==> config.mk <==
export PLATFORM = sky130hd
export DESIGN_NAME = cpu_id_flat
export DESIGN_NICKNAME = d
export VERILOG_FILES = /design/src/rtl/cpu_defs.sv /design/src/rtl/cpu_id_if.sv /design/src/rtl/cpu_regfile.sv /design/src/rtl/cpu_id.sv /design/src/flat_wrapper.sv
export SDC_FILE = /design/constraint.sdc
export NUM_CORES = 2
export LEC_CHECK = 0
export CAP_MARGIN = 20
export CORE_UTILIZATION = 40
export CTS_CLUSTER_DIAMETER = 200
export CTS_CLUSTER_SIZE = 20
export DETAILED_ROUTE_END_ITERATION = 8
export SYNTH_ARGS = -nofsm -noshare
export SYNTH_HDL_FRONTEND = slang
export SYNTH_SLANG_ARGS = --single-unit
==> constraint.sdc <==
create_clock -name clk -period 4.45 [get_ports clk]
set_input_delay 0.6675 -clock clk [delete_from_list [all_inputs] [get_ports clk]]
set_output_delay 0.6675 -clock clk [all_outputs]
set_load 0.005 [all_outputs]
==> src/rtl/cpu_defs.sv <==
// Shared decode constants and the ID/EX bundle type for the PLP MIPS
// instruction-decode stage.
package cpu_defs;

    localparam logic [31:0] NOP_INST = 32'h0000_0000;

    localparam logic [5:0] OP_RTYPE = 6'h00;
    localparam logic [5:0] OP_J     = 6'h02;
    localparam logic [5:0] OP_JAL   = 6'h03;
    localparam logic [5:0] OP_BEQ   = 6'h04;
    localparam logic [5:0] OP_BNE   = 6'h05;
    localparam logic [5:0] OP_ADDI  = 6'h08;
    localparam logic [5:0] OP_ADDIU = 6'h09;
    localparam logic [5:0] OP_SLTI  = 6'h0a;
    localparam logic [5:0] OP_SLTIU = 6'h0b;
    localparam logic [5:0] OP_ANDI  = 6'h0c;
    localparam logic [5:0] OP_ORI   = 6'h0d;
    localparam logic [5:0] OP_LUI   = 6'h0f;
    localparam logic [5:0] OP_LW    = 6'h23;
    localparam logic [5:0] OP_SW    = 6'h2b;

    localparam logic [5:0] FN_SLL  = 6'h00;
    localparam logic [5:0] FN_SRL  = 6'h02;
    localparam logic [5:0] FN_JR   = 6'h08;
    localparam logic [5:0] FN_JALR = 6'h09;
    localparam logic [5:0] FN_ADD  = 6'h20;
    localparam logic [5:0] FN_ADDU = 6'h21;
    localparam logic [5:0] FN_SUB  = 6'h22;
    localparam logic [5:0] FN_SUBU = 6'h23;
    localparam logic [5:0] FN_AND  = 6'h24;
    localparam logic [5:0] FN_OR   = 6'h25;
    localparam logic [5:0] FN_NOR  = 6'h27;
    localparam logic [5:0] FN_SLT  = 6'h2a;
    localparam logic [5:0] FN_SLTU = 6'h2b;

    typedef enum logic [3:0] {
        ALU_ADD  = 4'd0,
        ALU_SUB  = 4'd1,
        ALU_AND  = 4'd2,
        ALU_OR   = 4'd3,
        ALU_NOR  = 4'd4,
        ALU_SLT  = 4'd5,
        ALU_SLTU = 4'd6,
        ALU_SLL  = 4'd7,
        ALU_SRL  = 4'd8,
        ALU_LUI  = 4'd9
    } alu_op_e;

    typedef enum logic [1:0] {
        BR_NONE = 2'b00,
        BR_BEQ  = 2'b01,
        BR_BNE  = 2'b10
    } br_e;

    typedef struct packed {
        logic [31:0] pc;
        logic [31:0] rf_a;
        logic [31:0] rf_b;
        logic [31:0] imm;
        logic [4:0]  shamt;
        logic [4:0]  rs;
        logic [4:0]  rt;
        logic [4:0]  rd;
        alu_op_e     alu_op;
        logic        alusrc;
        logic        regwrite;
        logic        memread;
        logic        memwrite;
        br_e         br;
        logic [31:0] b_addr;
        logic        link;
    } id_ex_t;

endpackage

==> src/rtl/cpu_id_if.sv <==
// Decode-stage boundary: fetch inputs, forwarding/hazard sideband,
// writeback port, fetch control and the registered ID/EX bundle.
interface cpu_id_if;
    logic [31:0] p_pc;
    logic [31:0] p_inst;
    logic        pc_b_in;
    logic        ex_regwrite;
    logic        ex_memread;
    logic [4:0]  ex_rd;
    logic        mem_regwrite;
    logic [4:0]  mem_rd;
    logic        wb_we;
    logic [4:0]  wb_addr;
    logic [31:0] wb_data;

    logic        stall;
    logic        pc_j;
    logic [31:0] j_addr;
    logic [31:0] q_pc;
    logic [31:0] q_rf_a;
    logic [31:0] q_rf_b;
    logic [31:0] q_imm;
    logic [4:0]  q_shamt;
    logic [4:0]  q_rs;
    logic [4:0]  q_rt;
    logic [4:0]  q_rd;
    logic [3:0]  q_alu_op;
    logic        q_alusrc;
    logic        q_regwrite;
    logic        q_memread;
    logic        q_memwrite;
    logic [1:0]  q_br;
    logic [31:0] q_b_addr;
    logic        q_link;

    modport master (
        output p_pc, p_inst, pc_b_in, ex_regwrite, ex_memread, ex_rd,
               mem_regwrite, mem_rd, wb_we, wb_addr, wb_data,
        input  stall, pc_j, j_addr, q_pc, q_rf_a, q_rf_b, q_imm, q_shamt,
               q_rs, q_rt, q_rd, q_alu_op, q_alusrc, q_regwrite, q_memread,
               q_memwrite, q_br, q_b_addr, q_link
    );

    modport slave (
        input  p_pc, p_inst, pc_b_in, ex_regwrite, ex_memread, ex_rd,
               mem_regwrite, mem_rd, wb_we, wb_addr, wb_data,
        output stall, pc_j, j_addr, q_pc, q_rf_a, q_rf_b, q_imm, q_shamt,
               q_rs, q_rt, q_rd, q_alu_op, q_alusrc, q_regwrite, q_memread,
               q_memwrite, q_br, q_b_addr, q_link
    );
endinterface

==> src/rtl/cpu_regfile.sv <==
// 32x32 register file: two async reads, one sync write, r0 hardwired to
// zero, and a same-cycle bypass of the writeback value.
module cpu_regfile (
    input  logic        clk,
    input  logic [4:0]  ra1_i,
    input  logic [4:0]  ra2_i,
    output logic [31:0] rd1_o,
    output logic [31:0] rd2_o,
    input  logic        we_i,
    input  logic [4:0]  wa_i,
    input  logic [31:0] wd_i
);
    logic [31:0] mem_q [32];

    always_ff @(posedge clk) begin
        if (we_i && wa_i != 5'd0) mem_q[wa_i] <= wd_i;
    end

    always_comb begin
        rd1_o = mem_q[ra1_i];
        if (ra1_i == 5'd0)                rd1_o = 32'd0;
        else if (we_i && wa_i == ra1_i)   rd1_o = wd_i;
    end

    always_comb begin
        rd2_o = mem_q[ra2_i];
        if (ra2_i == 5'd0)                rd2_o = 32'd0;
        else if (we_i && wa_i == ra2_i)   rd2_o = wd_i;
    end
endmodule

==> src/rtl/cpu_id.sv <==
// Instruction-decode stage: register read, control decode, jump resolution,
// load-use / jump-register hazard detection and the ID/EX register.
module cpu_id
    import cpu_defs::*;
(
    input  logic     clk,
    input  logic     rst,
    cpu_id_if.slave  bus
);
    logic [5:0]  op, fn;
    logic [4:0]  rs, rt, rd;
    logic [31:0] simm, pc4, rf_a, rf_b;

    assign op   = bus.p_inst[31:26];
    assign fn   = bus.p_inst[5:0];
    assign rs   = bus.p_inst[25:21];
    assign rt   = bus.p_inst[20:16];
    assign rd   = bus.p_inst[15:11];
    assign simm = {{16{bus.p_inst[15]}}, bus.p_inst[15:0]};
    assign pc4  = bus.p_pc + 32'd4;

    cpu_regfile u_rf (
        .clk   (clk),
        .ra1_i (rs),
        .ra2_i (rt),
        .rd1_o (rf_a),
        .rd2_o (rf_b),
        .we_i  (bus.wb_we),
        .wa_i  (bus.wb_addr),
        .wd_i  (bus.wb_data)
    );

    logic   valid, reads_rt, is_jr, is_jimm, has_dest;
    logic [4:0] dest;
    id_ex_t dec;

    always_comb begin
        valid    = 1'b1;
        reads_rt = 1'b0;
        is_jr    = 1'b0;
        is_jimm  = 1'b0;
        has_dest = 1'b0;
        dest     = rd;
        dec        = '0;
        dec.pc     = bus.p_pc;
        dec.rf_a   = rf_a;
        dec.rf_b   = rf_b;
        dec.imm    = simm;
        dec.shamt  = bus.p_inst[10:6];
        dec.rs     = rs;
        dec.rt     = rt;
        dec.b_addr = pc4 + (simm << 2);
        case (op)
            OP_RTYPE: begin
                reads_rt = 1'b1;
                has_dest = 1'b1;
                case (fn)
                    FN_ADD, FN_ADDU: dec.alu_op = ALU_ADD;
                    FN_SUB, FN_SUBU: dec.alu_op = ALU_SUB;
                    FN_AND:          dec.alu_op = ALU_AND;
                    FN_OR:           dec.alu_op = ALU_OR;
                    FN_NOR:          dec.alu_op = ALU_NOR;
                    FN_SLT:          dec.alu_op = ALU_SLT;
                    FN_SLTU:         dec.alu_op = ALU_SLTU;
                    FN_SLL:          dec.alu_op = ALU_SLL;
                    FN_SRL:          dec.alu_op = ALU_SRL;
                    FN_JR:   begin is_jr = 1'b1; has_dest = 1'b0; end
                    FN_JALR: begin is_jr = 1'b1; dec.link = 1'b1; end
                    default: valid = 1'b0;
                endcase
            end
            OP_J:   is_jimm = 1'b1;
            OP_JAL: begin
                is_jimm  = 1'b1;
                has_dest = 1'b1;
                dest     = 5'd31;
                dec.link = 1'b1;
            end
            OP_BEQ: begin reads_rt = 1'b1; dec.br = BR_BEQ; dec.alu_op = ALU_SUB; end
            OP_BNE: begin reads_rt = 1'b1; dec.br = BR_BNE; dec.alu_op = ALU_SUB; end
            OP_ADDI, OP_ADDIU, OP_SLTI, OP_SLTIU, OP_ANDI, OP_ORI, OP_LUI, OP_LW: begin
                has_dest   = 1'b1;
                dest       = rt;
                dec.alusrc = 1'b1;
                case (op)
                    OP_SLTI:  dec.alu_op = ALU_SLT;
                    OP_SLTIU: dec.alu_op = ALU_SLTU;
                    OP_ANDI:  begin dec.alu_op = ALU_AND; dec.imm = {16'd0, bus.p_inst[15:0]}; end
                    OP_ORI:   begin dec.alu_op = ALU_OR;  dec.imm = {16'd0, bus.p_inst[15:0]}; end
                    OP_LUI:   begin dec.alu_op = ALU_LUI; dec.imm = {bus.p_inst[15:0], 16'd0}; end
                    OP_LW:    begin dec.alu_op = ALU_ADD; dec.memread = 1'b1; end
                    default:  dec.alu_op = ALU_ADD;
                endcase
            end
            OP_SW: begin
                reads_rt     = 1'b1;
                dec.alusrc   = 1'b1;
                dec.memwrite = 1'b1;
                dec.alu_op   = ALU_ADD;
            end
            default: valid = 1'b0;
        endcase
        if (bus.p_inst == NOP_INST) valid = 1'b0;
        dec.rd       = has_dest ? dest : 5'd0;
        dec.regwrite = has_dest && (dest != 5'd0);
    end

    // jr/jalr must wait until the producer of rs is in WB, where the
    // register file bypass delivers it.
    logic load_use, jr_haz, hazard;
    assign load_use = bus.ex_memread && (bus.ex_rd != 5'd0) &&
                      ((bus.ex_rd == rs) || (reads_rt && bus.ex_rd == rt));
    assign jr_haz   = is_jr && (rs != 5'd0) &&
                      ((bus.ex_regwrite && bus.ex_rd == rs) ||
                       (bus.mem_regwrite && bus.mem_rd == rs));
    assign hazard   = valid && (load_use || jr_haz);

    assign bus.stall  = !bus.pc_b_in && hazard;
    assign bus.pc_j   = !bus.pc_b_in && !hazard && valid && (is_jr || is_jimm);
    assign bus.j_addr = is_jr ? rf_a : {pc4[31:28], bus.p_inst[25:0], 2'b00};

    // ID/EX register
    id_ex_t idex_d, idex_q;
    assign idex_d = (valid && !bus.pc_b_in && !hazard) ? dec : '0;

    always_ff @(posedge clk) begin
        if (rst) idex_q <= '0;
        else     idex_q <= idex_d;
    end

    assign bus.q_pc       = idex_q.pc;
    assign bus.q_rf_a     = idex_q.rf_a;
    assign bus.q_rf_b     = idex_q.rf_b;
    assign bus.q_imm      = idex_q.imm;
    assign bus.q_shamt    = idex_q.shamt;
    assign bus.q_rs       = idex_q.rs;
    assign bus.q_rt       = idex_q.rt;
    assign bus.q_rd       = idex_q.rd;
    assign bus.q_alu_op   = idex_q.alu_op;
    assign bus.q_alusrc   = idex_q.alusrc;
    assign bus.q_regwrite = idex_q.regwrite;
    assign bus.q_memread  = idex_q.memread;
    assign bus.q_memwrite = idex_q.memwrite;
    assign bus.q_br       = idex_q.br;
    assign bus.q_b_addr   = idex_q.b_addr;
    assign bus.q_link     = idex_q.link;
endmodule
==> src/flat_wrapper.sv <==
// flat-port wrapper written by rule: the top's interface ports become plain ports
module cpu_id_flat import cpu_defs::*;
  (clk, rst, bus_p_pc, bus_p_inst, bus_pc_b_in, bus_ex_regwrite, bus_ex_memread, bus_ex_rd, bus_mem_regwrite, bus_mem_rd, bus_wb_we, bus_wb_addr, bus_wb_data, bus_stall, bus_pc_j, bus_j_addr, bus_q_pc, bus_q_rf_a, bus_q_rf_b, bus_q_imm, bus_q_shamt, bus_q_rs, bus_q_rt, bus_q_rd, bus_q_alu_op, bus_q_alusrc, bus_q_regwrite, bus_q_memread, bus_q_memwrite, bus_q_br, bus_q_b_addr, bus_q_link);
  cpu_id_if bus_i ();
  input  logic clk;
  input  logic rst;
  input wire logic [$bits(bus_i.p_pc)-1:0] bus_p_pc;
  input wire logic [$bits(bus_i.p_inst)-1:0] bus_p_inst;
  input wire logic [$bits(bus_i.pc_b_in)-1:0] bus_pc_b_in;
  input wire logic [$bits(bus_i.ex_regwrite)-1:0] bus_ex_regwrite;
  input wire logic [$bits(bus_i.ex_memread)-1:0] bus_ex_memread;
  input wire logic [$bits(bus_i.ex_rd)-1:0] bus_ex_rd;
  input wire logic [$bits(bus_i.mem_regwrite)-1:0] bus_mem_regwrite;
  input wire logic [$bits(bus_i.mem_rd)-1:0] bus_mem_rd;
  input wire logic [$bits(bus_i.wb_we)-1:0] bus_wb_we;
  input wire logic [$bits(bus_i.wb_addr)-1:0] bus_wb_addr;
  input wire logic [$bits(bus_i.wb_data)-1:0] bus_wb_data;
  output wire logic [$bits(bus_i.stall)-1:0] bus_stall;
  output wire logic [$bits(bus_i.pc_j)-1:0] bus_pc_j;
  output wire logic [$bits(bus_i.j_addr)-1:0] bus_j_addr;
  output wire logic [$bits(bus_i.q_pc)-1:0] bus_q_pc;
  output wire logic [$bits(bus_i.q_rf_a)-1:0] bus_q_rf_a;
  output wire logic [$bits(bus_i.q_rf_b)-1:0] bus_q_rf_b;
  output wire logic [$bits(bus_i.q_imm)-1:0] bus_q_imm;
  output wire logic [$bits(bus_i.q_shamt)-1:0] bus_q_shamt;
  output wire logic [$bits(bus_i.q_rs)-1:0] bus_q_rs;
  output wire logic [$bits(bus_i.q_rt)-1:0] bus_q_rt;
  output wire logic [$bits(bus_i.q_rd)-1:0] bus_q_rd;
  output wire logic [$bits(bus_i.q_alu_op)-1:0] bus_q_alu_op;
  output wire logic [$bits(bus_i.q_alusrc)-1:0] bus_q_alusrc;
  output wire logic [$bits(bus_i.q_regwrite)-1:0] bus_q_regwrite;
  output wire logic [$bits(bus_i.q_memread)-1:0] bus_q_memread;
  output wire logic [$bits(bus_i.q_memwrite)-1:0] bus_q_memwrite;
  output wire logic [$bits(bus_i.q_br)-1:0] bus_q_br;
  output wire logic [$bits(bus_i.q_b_addr)-1:0] bus_q_b_addr;
  output wire logic [$bits(bus_i.q_link)-1:0] bus_q_link;
  assign bus_i.p_pc = bus_p_pc;
  assign bus_i.p_inst = bus_p_inst;
  assign bus_i.pc_b_in = bus_pc_b_in;
  assign bus_i.ex_regwrite = bus_ex_regwrite;
  assign bus_i.ex_memread = bus_ex_memread;
  assign bus_i.ex_rd = bus_ex_rd;
  assign bus_i.mem_regwrite = bus_mem_regwrite;
  assign bus_i.mem_rd = bus_mem_rd;
  assign bus_i.wb_we = bus_wb_we;
  assign bus_i.wb_addr = bus_wb_addr;
  assign bus_i.wb_data = bus_wb_data;
  assign bus_stall = bus_i.stall;
  assign bus_pc_j = bus_i.pc_j;
  assign bus_j_addr = bus_i.j_addr;
  assign bus_q_pc = bus_i.q_pc;
  assign bus_q_rf_a = bus_i.q_rf_a;
  assign bus_q_rf_b = bus_i.q_rf_b;
  assign bus_q_imm = bus_i.q_imm;
  assign bus_q_shamt = bus_i.q_shamt;
  assign bus_q_rs = bus_i.q_rs;
  assign bus_q_rt = bus_i.q_rt;
  assign bus_q_rd = bus_i.q_rd;
  assign bus_q_alu_op = bus_i.q_alu_op;
  assign bus_q_alusrc = bus_i.q_alusrc;
  assign bus_q_regwrite = bus_i.q_regwrite;
  assign bus_q_memread = bus_i.q_memread;
  assign bus_q_memwrite = bus_i.q_memwrite;
  assign bus_q_br = bus_i.q_br;
  assign bus_q_b_addr = bus_i.q_b_addr;
  assign bus_q_link = bus_i.q_link;
  cpu_id u_core (.clk(clk), .rst(rst), .bus(bus_i));
endmodule
==> flow_metrics.env <==
export IMPL_status="finished, final reports clean"
export IMPL_arrival_ns=3.73
export IMPL_hpwlAfterDp_um=113300
export IMPL_cp_slowest_cell="mux4_2"
export IMPL_ys_types=68
export IMPL_worstReg2RegStart="u_core.u_rf.mem_q[8][2]"
export IMPL_fmax_mhz=227.3
export IMPL_start_util_pct=40.51
export IMPL_dpl_cell_count=5422
export IMPL_drc=0
export IMPL_fin_hold_ws_ns=0.3754
export IMPL_final_cell_mix="edfxtp_1 (1024), mux4_2 (596), clkdlybuf4s50_1 (332)"
export IMPL_vias=33762
export IMPL_drt_iter0_markers=3990
export IMPL_tns_ns=0
export IMPL_syn_area_um2=55980
export IMPL_cts_path_max_buffers=3
export IMPL_track_usage_pct=25.27
export IMPL_grt_pass1_vias=34028
export IMPL_peakVddDrop_v=0.0002599
export IMPL_maxCapViolCount=0
export IMPL_viasPerCell=6.080
export IMPL_crit_type="in -> out"
export IMPL_cts_resized=5
export IMPL_async_flop_share_pct=0
export IMPL_power_per_cell_area_nw_per_um2=334.7
export IMPL_port_buffers=342
export IMPL_coreArea_um2=138200
export IMPL_boundaryPins=343
export IMPL_r2r_slack_ns=1.99
export IMPL_grt_pass1_wl_um=253200
export IMPL_placed_cell_area_um2=63960
export IMPL_path_cells="buf_12 > buf_12 > mux4_2 > mux4_2 > mux2i_1 > buf_4 > nand2_1 > o21ai_1 > o31ai_1 > clkdlybuf4s50_1"
export IMPL_tritoncts_num_buffers=70
export IMPL_post_cts_buffers=0
export IMPL_die_w_um=376.1
export IMPL_crit_start="bus_p_inst[21]"
export IMPL_fin_util_pct=47.80
export IMPL_hold_buffers=0
export IMPL_ys_flop_type="edfxtp_1"
export IMPL_layout_drive_gt1_share_pct=27.67
export IMPL_finalCritPeriodShare_pct=98.87
export IMPL_ys_ff_latch=1213
export IMPL_diodes=0
export IMPL_antenna_found_initial=2
export IMPL_rsz0062_at_grt="false"
export IMPL_cp_start_kind="input port"
export IMPL_final_common_cell="edfxtp_1"
export IMPL_clock_root_buffer="clkbuf_16"
export IMPL_overflow=0
export IMPL_synth_avg_cell_area_um2=17.80
export IMPL_worstSkewPairLatency_ns=0.70
export IMPL_cp_required_ns=3.78
export IMPL_wire_per_inst_um=32.25
export IMPL_power_leakage_nw=21.37
export IMPL_setup_violations=0
export IMPL_synth_seq_area_share_pct=61.69
export IMPL_worstSetupEndpoint="bus_j_addr[30]"
export IMPL_critPathCaptureType="output pin"
export IMPL_synthCells=3145
export IMPL_clkSinkCount=1213
export IMPL_fin_crit_ns=4.400
export IMPL_path_buf_inv=4
export IMPL_grt_max_degree=110
export IMPL_hp_class="in -> reg"
export IMPL_path_max_fanout=26
export IMPL_final_cells=5553
export IMPL_slew_headroom_pct=32.29
export IMPL_dr_pass1_iters=5
export IMPL_crit_family="multiplexers"
export IMPL_rr_endpoint="u_core.bus.q_rf_a[2]"
export IMPL_nNetsFinal=3789
export IMPL_wirelength_um=179100
export IMPL_finalWorstSetupSlack_ns=0.05016
export IMPL_design_area_um2=66040
export IMPL_power_mw=22.11
export IMPL_hold_viol_final=0
export IMPL_place_ws_ns=-0.2648
export IMPL_ant_nets=0
export IMPL_cp_num_cells=10
export IMPL_clkTransAtPathRegs_ns=0.09
export IMPL_yosysWarnings=0
export IMPL_fin_skew_ns=0.03541
export IMPL_tightest_slew_ns=1.005
export IMPL_row_count=136
export IMPL_slowest_delay_ns=0.53
export IMPL_reg2regPathDepth=8
export IMPL_dieArea_um2=141500
export IMPL_dieHeight_um=376.1
export IMPL_htree_num_levels=3
export IMPL_synth_edf_count=1024
export IMPL_cts_tree="done"
export IMPL_syn_to_final_growth_pct=17.98
export IMPL_slew_viol_final=0
export IMPL_gp_congestion=0.9525
-- logic make-up after synthesis --
family                     Yosys count  share of synthesized area (%)
AOI/OAI and AO/OA                  325                          3.652
and+or+nand+nor                    538                          4.774
adders and majority gates           38                         0.8627
buffers and inverters              248                          1.835
DFF                               1213                          61.69
other                                1                       0.006699
xor gates and xnor gates            67                          1.048
muxes                              715                          26.13
-- where the power goes --
part           total, mW  internal, mW  leakage [nW]  switching, mW
logic               2.68          1.25          9.62           1.43
registers           12.5          12.5          10.8         0.0658
clock network       6.90          3.09         0.973           3.81
total               22.1          16.8          21.4           5.31
-- per-layer routing --
layer	GRT usage [%]	wire (um)	share of wire (%)
met5	0	10	0.0056
met4	7.754	5193	2.9
met3	4.409	14340	8.0
met2	42.45	88790	50
met1	33.54	70730	39
-- Yosys cell counts, drive strengths merged (5+ instances only) --
cell,number,area share (%)
edfxtp,1024,55
mux4,596,24
dfxtp,189,6.8
nor2,162,1.1
clkbuf,127,0.85
nand2,125,0.84
mux2i,107,1.9
buf,105,0.88
a21oi,94,0.84
o21ai,81,0.72
and2,66,0.74
a211oi,42,0.57
xnor2,39,0.61
ha,37,0.83
nand3,34,0.30
nor3,29,0.26
xor2,28,0.44
nor2b,24,0.27
o31ai,19,0.25
and3,17,0.19
inv,16,0.11
nand4,14,0.16
nor4,13,0.19
o211ai,13,0.17
mux2,12,0.24
o221ai,11,0.17
or3,11,0.12
nand2b,10,0.11
o21bai,9,0.12
a21o,8,0.11
a22oi,8,0.11
o21a,8,0.11
and4,7,0.11
nand3b,7,0.094
or4,6,0.087
nor3b,5,0.067
o22ai,5,0.056
-- registers in the layout, indices dropped and copies added (netlist names), 2 cells and up --
name / flops
u_core.u_rf.mem_q: 1024
u_core.bus.q_b_addr: 32
u_core.bus.q_imm: 32
u_core.bus.q_rf_a: 32
u_core.bus.q_rf_b: 32
u_core.bus.q_pc: 30
u_core.bus.q_rd: 5
u_core.bus.q_rs: 5
u_core.bus.q_rt: 5
u_core.bus.q_shamt: 5
u_core.bus.q_alu_op: 4
u_core.bus.q_br: 2
-- how the worst min path moves through the flow --
stage | end | slack (ns) | from | cells after the start
after floorplan | u_core.u_rf.mem_q[0][0] | 0.77 | bus_wb_data[0] | 0
after global placement | u_core.bus.q_rf_a[27] | 0.97 | u_core.u_rf.mem_q[7][27] | 7
after detailed placement | u_core.bus.q_rf_a[27] | 0.99 | u_core.u_rf.mem_q[7][27] | 7
after CTS | u_core.bus.q_rs[0] | 0.35 | bus_p_inst[21] | 2
after global routing | u_core.bus.q_rs[0] | 0.37 | bus_p_inst[21] | 2
final | u_core.bus.q_rs[0] | 0.38 | bus_p_inst[21] | 2
-- final cells by class --
cell class              instances  area [um2]
clock buffers                 124        1997
fillers                     11689       72130
clock inverters                 5       51.30
well taps                    1863        2331
multi-input cells            1715       20820
flip-flops and latches       1213       34530
repair buffers                617        6250
inverters                      16       60.06
No activity file was read; power rests on OpenSTA's default activity.
